`src/rtl/digit_serial_adder.sv`:
```
// Digit-serial unsigned adder: adds two W-bit operands one 2-bit digit per cycle,
// with a ready/valid handshake on both the operand and the result side.
module digit_serial_adder #(
  parameter int N_DIGITS = 4
) (
  input  logic                    clk,
  input  logic                    reset,
  input  logic                    io_in_valid,
  output logic                    io_in_ready,
  input  logic [2*N_DIGITS-1:0]   io_lhs,
  input  logic [2*N_DIGITS-1:0]   io_rhs,
  input  logic                    io_cin,
  output logic                    io_out_valid,
  input  logic                    io_out_ready,
  output logic [2*N_DIGITS-1:0]   io_out,
  output logic                    io_cout
);

  localparam int W     = 2 * N_DIGITS;
  localparam int CNT_W = (N_DIGITS > 1) ? $clog2(N_DIGITS) : 1;

  typedef enum logic [1:0] {
    S_IDLE,
    S_RUN,
    S_DONE
  } state_t;

  state_t             r_state;
  state_t             w_next_state;
  logic [W-1:0]       r_lhs;
  logic [W-1:0]       r_rhs;
  logic [W-1:0]       r_result;
  logic               r_carry;
  logic [CNT_W-1:0]   r_cnt;

  logic               w_accept;
  logic               w_last;
  logic [CNT_W:0]     w_base;
  logic [2:0]         w_sum;

  assign w_accept = io_in_valid && (r_state == S_IDLE);
  assign w_last   = (r_cnt == CNT_W'(N_DIGITS - 1));
  assign w_base   = {r_cnt, 1'b0};
  assign w_sum    = {1'b0, r_lhs[w_base +: 2]} + {1'b0, r_rhs[w_base +: 2]} + {2'b00, r_carry};

  // NOTE: sequential state uses non-blocking assignments so every register
  // samples pre-edge values, independent of block ordering.
  always_ff @(posedge clk) begin
    if (reset) r_state <= S_IDLE;
    else       r_state <= w_next_state;
  end

  // NOTE: every combinational output gets a default first so no path leaves
  // it unassigned, which would infer a latch.
  always_comb begin
    w_next_state = r_state;
    case (r_state)
      S_IDLE:  if (io_in_valid)  w_next_state = S_RUN;
      S_RUN:   if (w_last)       w_next_state = S_DONE;
      S_DONE:  if (io_out_ready) w_next_state = S_IDLE;
      default:                   w_next_state = S_IDLE;
    endcase
  end

  always_comb begin
    io_in_ready  = 1'b0;
    io_out_valid = 1'b0;
    case (r_state)
      S_IDLE:  io_in_ready  = 1'b1;
      S_DONE:  io_out_valid = 1'b1;
      default: ;
    endcase
  end

  // Operands, carry and result only move on accept or while running, so the
  // outputs hold through DONE and the following IDLE.
  always_ff @(posedge clk) begin
    if (reset) begin
      r_lhs    <= '0;
      r_rhs    <= '0;
      r_result <= '0;
      r_carry  <= 1'b0;
      r_cnt    <= '0;
    end else if (w_accept) begin
      r_lhs    <= io_lhs;
      r_rhs    <= io_rhs;
      r_result <= '0;
      r_carry  <= io_cin;
      r_cnt    <= '0;
    end else if (r_state == S_RUN) begin
      r_result[w_base +: 2] <= w_sum[1:0];
      r_carry               <= w_sum[2];
      r_cnt                 <= r_cnt + CNT_W'(1);
    end
  end

  assign io_out  = r_result;
  assign io_cout = r_carry;

endmodule

```
`config.mk`:
```
export PLATFORM = sky130hd
export DESIGN_NAME = digit_serial_adder
export DESIGN_NICKNAME = d
export VERILOG_FILES = /design/src/rtl/digit_serial_adder.sv
export SDC_FILE = /design/constraint.sdc
export NUM_CORES = 1
export LEC_CHECK = 0
export ABC_AREA = 1
export CAP_MARGIN = 40
export CORE_MARGIN = 1
export CORE_UTILIZATION = 52
export DETAILED_ROUTE_END_ITERATION = 12
export GPL_TIMING_DRIVEN = 0
export PLACE_DENSITY = 0.85
export SLEW_MARGIN = 25
export SYNTH_ARGS = -nofsm -noshare
export SYNTH_HDL_FRONTEND = slang
export SYNTH_SLANG_ARGS = --single-unit
```
`constraint.sdc`:
```
create_clock -name clk -period 4.2 [get_ports clk]
set_input_delay 0.84 -clock clk [delete_from_list [all_inputs] [get_ports clk]]
set_output_delay 0.84 -clock clk [all_outputs]
set_load 0.05 [all_outputs]
```
* Word-level counts from Yosys, hierarchy flattened
Cells that the tools add are included.
** Cells by class
- $add $sub $neg :: 4
- $mul :: 0
- Divide/modulo/power cells :: 0
- Magnitude comparators :: 0
- Equal/unequal tests :: 6
- Shift operators :: 4
- Multiplexer cells :: 9
- Bitwise logic cells :: 0
- Reductions and logical operators :: 5
** Operators with widths (number)
- $shiftx 8x4->2 :: 2
- $bwmux 8 :: 1
- $shift 2x5->8 const A :: 1
- $shiftx 2x5->8 :: 1
- $mux 2 :: 3
- $ne 2x2->1 const B :: 3
- $pmux 2 s3 :: 1
- $neg 3->5 :: 1
- $eq 2x2->1 const B :: 2
- $mux 1 :: 4
- $add 2x2->3 :: 1
- $add 3x1->3 :: 1
- $reduce_and 3->1 :: 1
- $add 2x1->2 const B :: 1
- $eq 2x1->1 const B :: 1
- $logic_not 2->1 :: 1
- $reduce_bool 2->1 :: 1
- $reduce_or 2->1 :: 1
- $logic_and 1x1->1 :: 1
** Storage, ports and cells
- Bits in registers :: 29
- Latch bits :: 0
- Bits in writable memories :: 0
- Bits in read-only memories :: 0
- Logic and storage cells :: 34
- Memories :: 0

* Logic depth before layout (Yosys ltp)
Gate-level depths: netlist of run 1.
- Depth in word-level cells :: 5
- Gate-level depth with buffers :: 10

* Worst setup path before layout of run 1
OpenSTA, ideal clock, no wires.
- Path kind :: register -> register
- Start :: register r_cnt[0]
- End :: register r_result[5] (netlist: io_out[5])
- Arrival :: 2.061 ns
- Path slack :: 2.069 ns
- Cell stages (with the launch flop) :: 11
- Buffers on the path :: 1
- Cell sequence :: dfxtp_1 -> inv_1 -> buf_2 -> o21ai_0 -> o22ai_1 -> fa_1 -> fa_1 -> nand2_1 -> nor2_1 -> nand2_1 -> a21oi_1
** Between the ends
- Word-level cells in the longest chain between the ends :: 5
- Elaborated cells on any way between the ends :: 8
** RTL lines
- start, declared :: RTL line 34 : logic [CNT_W-1:0] r_cnt;
- start signal, assigned :: RTL line 93 : r_cnt <= r_cnt + CNT_W'(1);
- $shiftx 8x4->2 :: RTL line 44 : assign w_sum = {1'b0, r_lhs[w_base +: 2]} + {1'b0, r_rhs[w_base +: 2]} + {2'b00, r_carry};
- $add 2x2->3 :: RTL line 44
- $add 3x1->3 :: RTL line 44
- $shiftx 2x5->8 :: RTL line 91 : r_result[w_base +: 2] <= w_sum[1:0];
- $bwmux 8 (*) :: RTL line 91
- end signal, assigned by index :: RTL line 91
- end, declared :: RTL line 32 : logic [W-1:0] r_result;
Mark *: on every way between the ends. The rest lies on a longest branch, timed or not.
A chain may end at the register's enable or synchronous reset.

* Final worst setup path of run 1
- Start :: register r_state[1]
- End :: output port io_out_valid
** Between the ends
- Word-level cells in the longest chain between the ends :: 2
** RTL lines
- start, declared :: RTL line 28 : state_t r_state;
- start signal, assigned :: RTL line 50 : else r_state <= w_next_state;
- $eq 2x2->1 :: RTL line 68 : case (r_state)
- $mux 1 :: RTL line 68
- end, declared :: RTL line 13 : output logic io_out_valid,
Every way passes these cells.

==> impl_metrics.json, run 1 <==
{
  "clock.fmax_ghz": 0.393,
  "ys_seq_area_share_pct": 42.0,
  "crit_path_end_kind": "output pin",
  "p_leak_uw": 0.000772,
  "firstDrtPassIters": 4,
  "coreArea_um2": 2500,
  "ys_warn_count": 0,
  "worstHoldStart": "io_out[4]",
  "cp-startpoint": "r_state[1]",
  "stdcell_count": 261,
  "fin_nets": 259,
  "track_usage_pct": 24.3,
  "routedWlPerCell_um": 11.0,
  "synthCells": 193,
  "num_antenna_cells": 0,
  "die_h_um": 53.6,
  "cp_max_fo": 5,
  "tns_ns": 0,
  "clk_pin_slew_worst_paths_ns": 0.09,
  "cts_buffers": 5,
  "clockBufferDepth": 2,
  "io-pin-count": 32,
  "synth_cell_types": 25,
  "clk_latency_ns": 0.32,
  "reg2reg_from": "r_cnt[0]",
  "setup_viol_count_final": 0,
  "rows": 18,
  "grt_overflow": 0,
  "period_share_pct": 60.6,
  "cts_root_buf": "clkbuf_4",
  "fillCellCount": 212,
  "hp-class": "flop to flop",
  "finalPower_uw": 603,
  "period_minus_slack_ns": 2.55,
  "ys_top_cells_by_area": "dfxtp_1 42%, nor2_1 16%, nand2_1 7.9%",
  "tightestPinTransition_ns": 0.505,
  "avgSynthCellArea_um2": 7.17,
  "yosysMostFrequentCell": "nor2_1",
  "postCtsSetupRepairBufs": 0,
  "synthesis.area_um2": 1380,
  "cts_sinks": 29,
  "regArea_um2": 581,
  "synth_edf_count": 0,
  "grt_max_degree": 13,
  "fp.dieArea_um2": 2870,
  "ctsResizeCount": 0,
  "fin_skew_ns": 0.00548,
  "timing.rr.end": "io_out[5]",
  "first_iter_violations": 27,
  "syn2layout_area_growth_pct": 29.1,
  "io_buffers": 31,
  "via_per_inst": 5.04,
  "vias": 1315,
  "dp_hpwl_um": 2200,
  "hold_viol": 0,
  "cp_data_arrival_time_ns": 1.71,
  "crit_end": "io_out_valid",
  "synth_fp_nets": 221,
  "crit_type": "flop to output pin",
  "required_ns": 3.36,
  "drive_gt1_share_pct": 8.66,
  "ant_nets": 0,
  "synth_common_cells": "59 x nor2_1, 29 x dfxtp_1, 29 x nand2_1",
  "status": "finished, final reports clean",
  "synth.largest_area_cell": "dfxtp_1",
  "antenna_found_initial": 0,
  "ir_drop_mv": 0.246,
  "place_congestion": 0.802,
  "tritoncts": "yes",
  "grt_pass1_vias": 1236,
  "ys.flop_type": "dfxtp_1",
  "drt_wl_total_um": 2860,
  "htree_num_levels": 2,
  "ys_seq_elements": 29,
  "power_density_nw_per_um2": 337,
  "critPathLaunchType": "flop",
  "hold_buffers": 0,
  "rsz0062_at_grt": "no",
  "rr_worst_depth": 10,
  "grt_pass1_wl_um": 4870,
  "relSlewSlack_pct": 66.2,
  "report.final.slew_viol_count": 0,
  "die_w_um": 53.6,
  "multi_input_area_um2": 694,
  "maxCapViolCount": 0,
  "r2r_slack_ns": 1.81,
  "drc": 0,
  "async_flop_share_pct": 0,
  "placed_cells": 254,
  "synth_top_area_share_pct": 42.0,
  "initial_utilization_pct": 55.4
}
worst min path at each step:
stage	endpoint	slack (ns)	cells after the start
final	io_out[4]	0.46	2
after global routing	io_out[5]	0.49	2
after CTS	io_out[5]	0.46	2
after detailed placement	io_out[5]	0.45	2
after global placement	io_out[5]	0.45	2
after floorplan	r_rhs[2]	0.45	2
area by class of cell:
type,count,area share (%)
Buffer,6,2.73
Multi-Input combinational cell,142,38.9
Tap cell,30,2.10
Clock buffer,7,3.08
Inverter,16,3.36
Timing Repair Buffer,31,17.4
Sequential cell,29,32.5
logic make-up (layout without fill, tap and decap cells):
kind of cell	after synthesis	after routing	share of synthesized area [%]
AO/OA/AOI/OAI	38	38	14.8
adder cells (fa/ha/maj)	7	7	7.41
buffers and inverters	22	60	7.87
flip-flops	29	29	42.0
AND/OR/NAND/NOR	97	97	27.9
power by group:
| group | switching, µW | internal [µW] | total [µW] |
|---|---|---|---|
| sequential | 10.6 | 292 | 302 |
| clock | 91.2 | 78.9 | 170 |
| combinational | 73.1 | 57.6 | 131 |
sequential cells by signal, summed over array words and instances, names as in the netlist:
signal	cells
io_out	8
r_lhs	8
r_rhs	8
r_cnt	2
r_state	2
io_cout	1
cell usage in the layout (no fill, tap or decap), types with 2 or more instances in the layout:
| cell type | synthesis | layout |
|---|---|---|
| o22ai_1 | 4 | 4 |
| nor2_1 | 59 | 59 |
| inv_1 | 13 | 13 |
| fa_1 | 2 | 2 |
| o21ai_2 | 2 | 2 |
| ha_1 | 5 | 5 |
| nand2_1 | 29 | 29 |
| buf_2 | 2 | 2 |
| o21ai_1 | 8 | 8 |
| clkdlybuf4s50_1 | 0 | 31 |
| a21oi_1 | 8 | 8 |
| clkbuf_4 | 0 | 5 |
| nand3_1 | 4 | 4 |
| inv_2 | 2 | 2 |
| o21ai_0 | 15 | 15 |
| dfxtp_1 | 29 | 29 |
metrics by stage:
step	cell area [µm²]	setup WS, ns	util (%)	hold slack, ns
floorplan	1380	2.07	-	0.450
global placement	1730	1.90	69.3	0.447
global route	1790	1.56	71.5	0.494
finish	1790	1.65	71.5	0.461
CTS	1790	1.65	71.5	0.463
detailed placement	1730	1.82	69.3	0.451
worst max-delay path, stage by stage (launching register included):
cell and delay (ns):
dfxtp_1 0.35, inv_1 0.09, nor2_1 0.12, clkdlybuf4s50_1 0.81
routing by layer:
metal	up-vias	track usage [%]	share of wire, %
met2	29	45.8	52
met3	6	5.93	3.2
met5	-	0	0
met1	589	24.0	43
met4	0	13.2	1.8
li1	691	-	-
(Power assumes the default switching activity.)
==> run 2, diff against run 1 <==
--- a/config.mk
+++ b/config.mk
@@ -8,10 +8,10 @@
 export ABC_AREA = 1
 export CAP_MARGIN = 40
 export CORE_MARGIN = 1
-export CORE_UTILIZATION = 52
+export CORE_UTILIZATION = 49
 export DETAILED_ROUTE_END_ITERATION = 12
 export GPL_TIMING_DRIVEN = 0
-export PLACE_DENSITY = 0.85
+export PLACE_DENSITY = 0.8
 export SLEW_MARGIN = 25
 export SYNTH_ARGS = -nofsm -noshare
 export SYNTH_HDL_FRONTEND = slang
==> constraint.sdc (replaced) <==
create_clock -name clk -period 2.35 [get_ports clk]
set_input_delay 0.47 -clock clk [delete_from_list [all_inputs] [get_ports clk]]
set_output_delay 0.47 -clock clk [all_outputs]
set_load 0.05 [all_outputs]
==> run 2 against run 1 <==
Critical path depth grew 6. Sequential cell count did not move. Combinational power is 89% higher. Register-to-register slack worse by 1.8 ns. Die area grew 5.9%. Hold slack improved by 0.0056 ns. Worst setup slack got worse by 1.6 ns. Final cell count is 0.77% higher. Clock skew down 0.0014 ns. Via count is 1.3% higher.
==> impl_metrics.json, run 2 (synthesized netlist as in run 1, its figures left out) <==
{
  "status": "finished, final reports clean",
  "dp_hpwl_um": 2330,
  "clock.fmax_ghz": 0.434,
  "place_congestion": 0.815,
  "stdcell_count": 263,
  "drive_gt1_share_pct": 14.2,
  "io_buffers": 31,
  "critPathBufInv": 1,
  "crit_type": "flop to flop",
  "cts_root_buf": "clkbuf_4",
  "finalPower_uw": 1070,
  "maxCapViolCount": 0,
  "cp_top_family": "adder cells",
  "grt_max_degree": 13,
  "firstDrtPassIters": 4,
  "crit_path_end_kind": "flop",
  "worstHoldStart": "io_out[4]",
  "timing.rr.end": "io_out[5]",
  "final_cell_mix": "56 x nor2_1, 31 x clkdlybuf4s50_1, 29 x nand2_1",
  "placed_cells": 254,
  "num_antenna_cells": 0,
  "setup_viol_count_final": 0,
  "grt_pass1_vias": 1288,
  "first_iter_violations": 33,
  "cts_buffers": 5,
  "utilization_pct": 71.8,
  "cp_max_fo": 10,
  "grt_pass1_wl_um": 5140,
  "fin_nets": 260,
  "htree_num_levels": 2,
  "track_usage_pct": 24.1,
  "hold_viol": 0,
  "fin_skew_ns": 0.00409,
  "antenna_found_initial": 0,
  "cpPeakStageDelay_ns": 0.61,
  "die_h_um": 55.1,
  "r2r_slack_ns": 0.05,
  "drc": 0,
  "placed_cell_area_um2": 1730,
  "hold_buffers": 0,
  "p_leak_uw": 0.000784,
  "syn2layout_area_growth_pct": 33.3,
  "die_w_um": 55.1,
  "clockBufferDepth": 2,
  "coreArea_um2": 2570,
  "reg2reg_from": "r_cnt[0]",
  "report.final.slew_viol_count": 0,
  "cp_cell_sequence": "clkbuf_4 > nor2_1 > o22ai_2 > fa_2 > fa_1 > nand2_1 > nor2_1 > nand2_1 > a21oi_1",
  "grt_overflow": 0,
  "vias": 1332,
  "layout_commonest_cell": "nor2_1",
  "ir_drop_mv": 0.498,
  "initial_utilization_pct": 53.9,
  "routedWlPerCell_um": 12.2,
  "clk_pin_slew_worst_paths_ns": 0.09,
  "rows": 18,
  "period_share_pct": 98.1,
  "rr_worst_depth": 9,
  "tritoncts": "yes",
  "fp.dieArea_um2": 3040,
  "power_density_nw_per_um2": 582,
  "cts_sinks": 29,
  "holdPathEnd": "io_out[4]",
  "drt_wl_total_um": 3210,
  "relSlewSlack_pct": 66.8,
  "clk_latency_ns": 0.32,
  "cp_data_arrival_time_ns": 2.56,
  "min_path_cells": 2,
  "required_ns": 2.61,
  "period_minus_slack_ns": 2.30,
  "io-pin-count": 32,
  "tightestPinTransition_ns": 0.497,
  "critPathLaunchType": "flop",
  "hp-class": "flop to flop",
  "fin_area_um2": 1840,
  "ant_nets": 0,
  "critical_path.slowest_cell": "fa_1",
  "via_per_inst": 5.06
}
run 2: layout make-up:
class | count | area [µm²]
clock buffers | 8 | 48.8
repair buffers | 32 | 318
fillers | 218 | 723
plain buffers | 6 | 57.6
multi-input cells | 142 | 737
well taps | 30 | 37.5
flip-flops and latches | 29 | 586
inverters | 16 | 60.1
run 2: metrics by stage:
step	worst slack (ns)	setup TNS, ns	hold slack (ns)
floorplan	0.219	0	0.450
global placement	0.0604	0	0.447
detailed placement	-0.0213	-0.0315	0.459
CTS	0.0182	0	0.472
global route	-0.0657	-0.143	0.504
finish	0.0456	0	0.467
run 2: power breakdown:
group	internal (µW)	switching [µW]	total (µW)
clock network	119	166	285
logic	110	136	247
registers	521	21.0	542
total	750	323	1070
run 2: worst max path at each step:
stage | start | endpoint | slack (ns) | cells after the start
after floorplan | r_cnt[0] | io_out[5] | 0.22 | 10
after global placement | r_cnt[0] | io_out[7] | 0.06 | 10
after detailed placement | r_cnt[0] | io_out[5] | -0.02 | 10
after CTS | r_cnt[1] | io_out[5] | 0.02 | 9
after global routing | r_cnt[0] | io_out[7] | -0.07 | 9
final | r_cnt[0] | io_out[5] | 0.05 | 9
run 2: per-layer routing:
layer	up-vias	global-route usage [%]	part of all wire [%]
li1	692	-	-
met1	594	26.5	42
met2	39	44.2	51
met3	7	5.74	4.8
met4	0	9.58	1.9
met5	-	0	0
run 2: timing repair:
action	4_1_cts	5_1_grt
setup endpoints to repair	3	4
buffers inserted	0	1
resized for setup	1	21
pin swaps	0	2
run 2: worst register-to-register path, stage by stage (launching register included):
cell and delay [ns]:
dfxtp_4 0.37, clkbuf_4 0.20, nor2_1 0.17, o22ai_2 0.13, fa_2 0.38, fa_1 0.61
nand2_1 0.07, nor2_1 0.11, nand2_1 0.06, a21oi_1 0.14
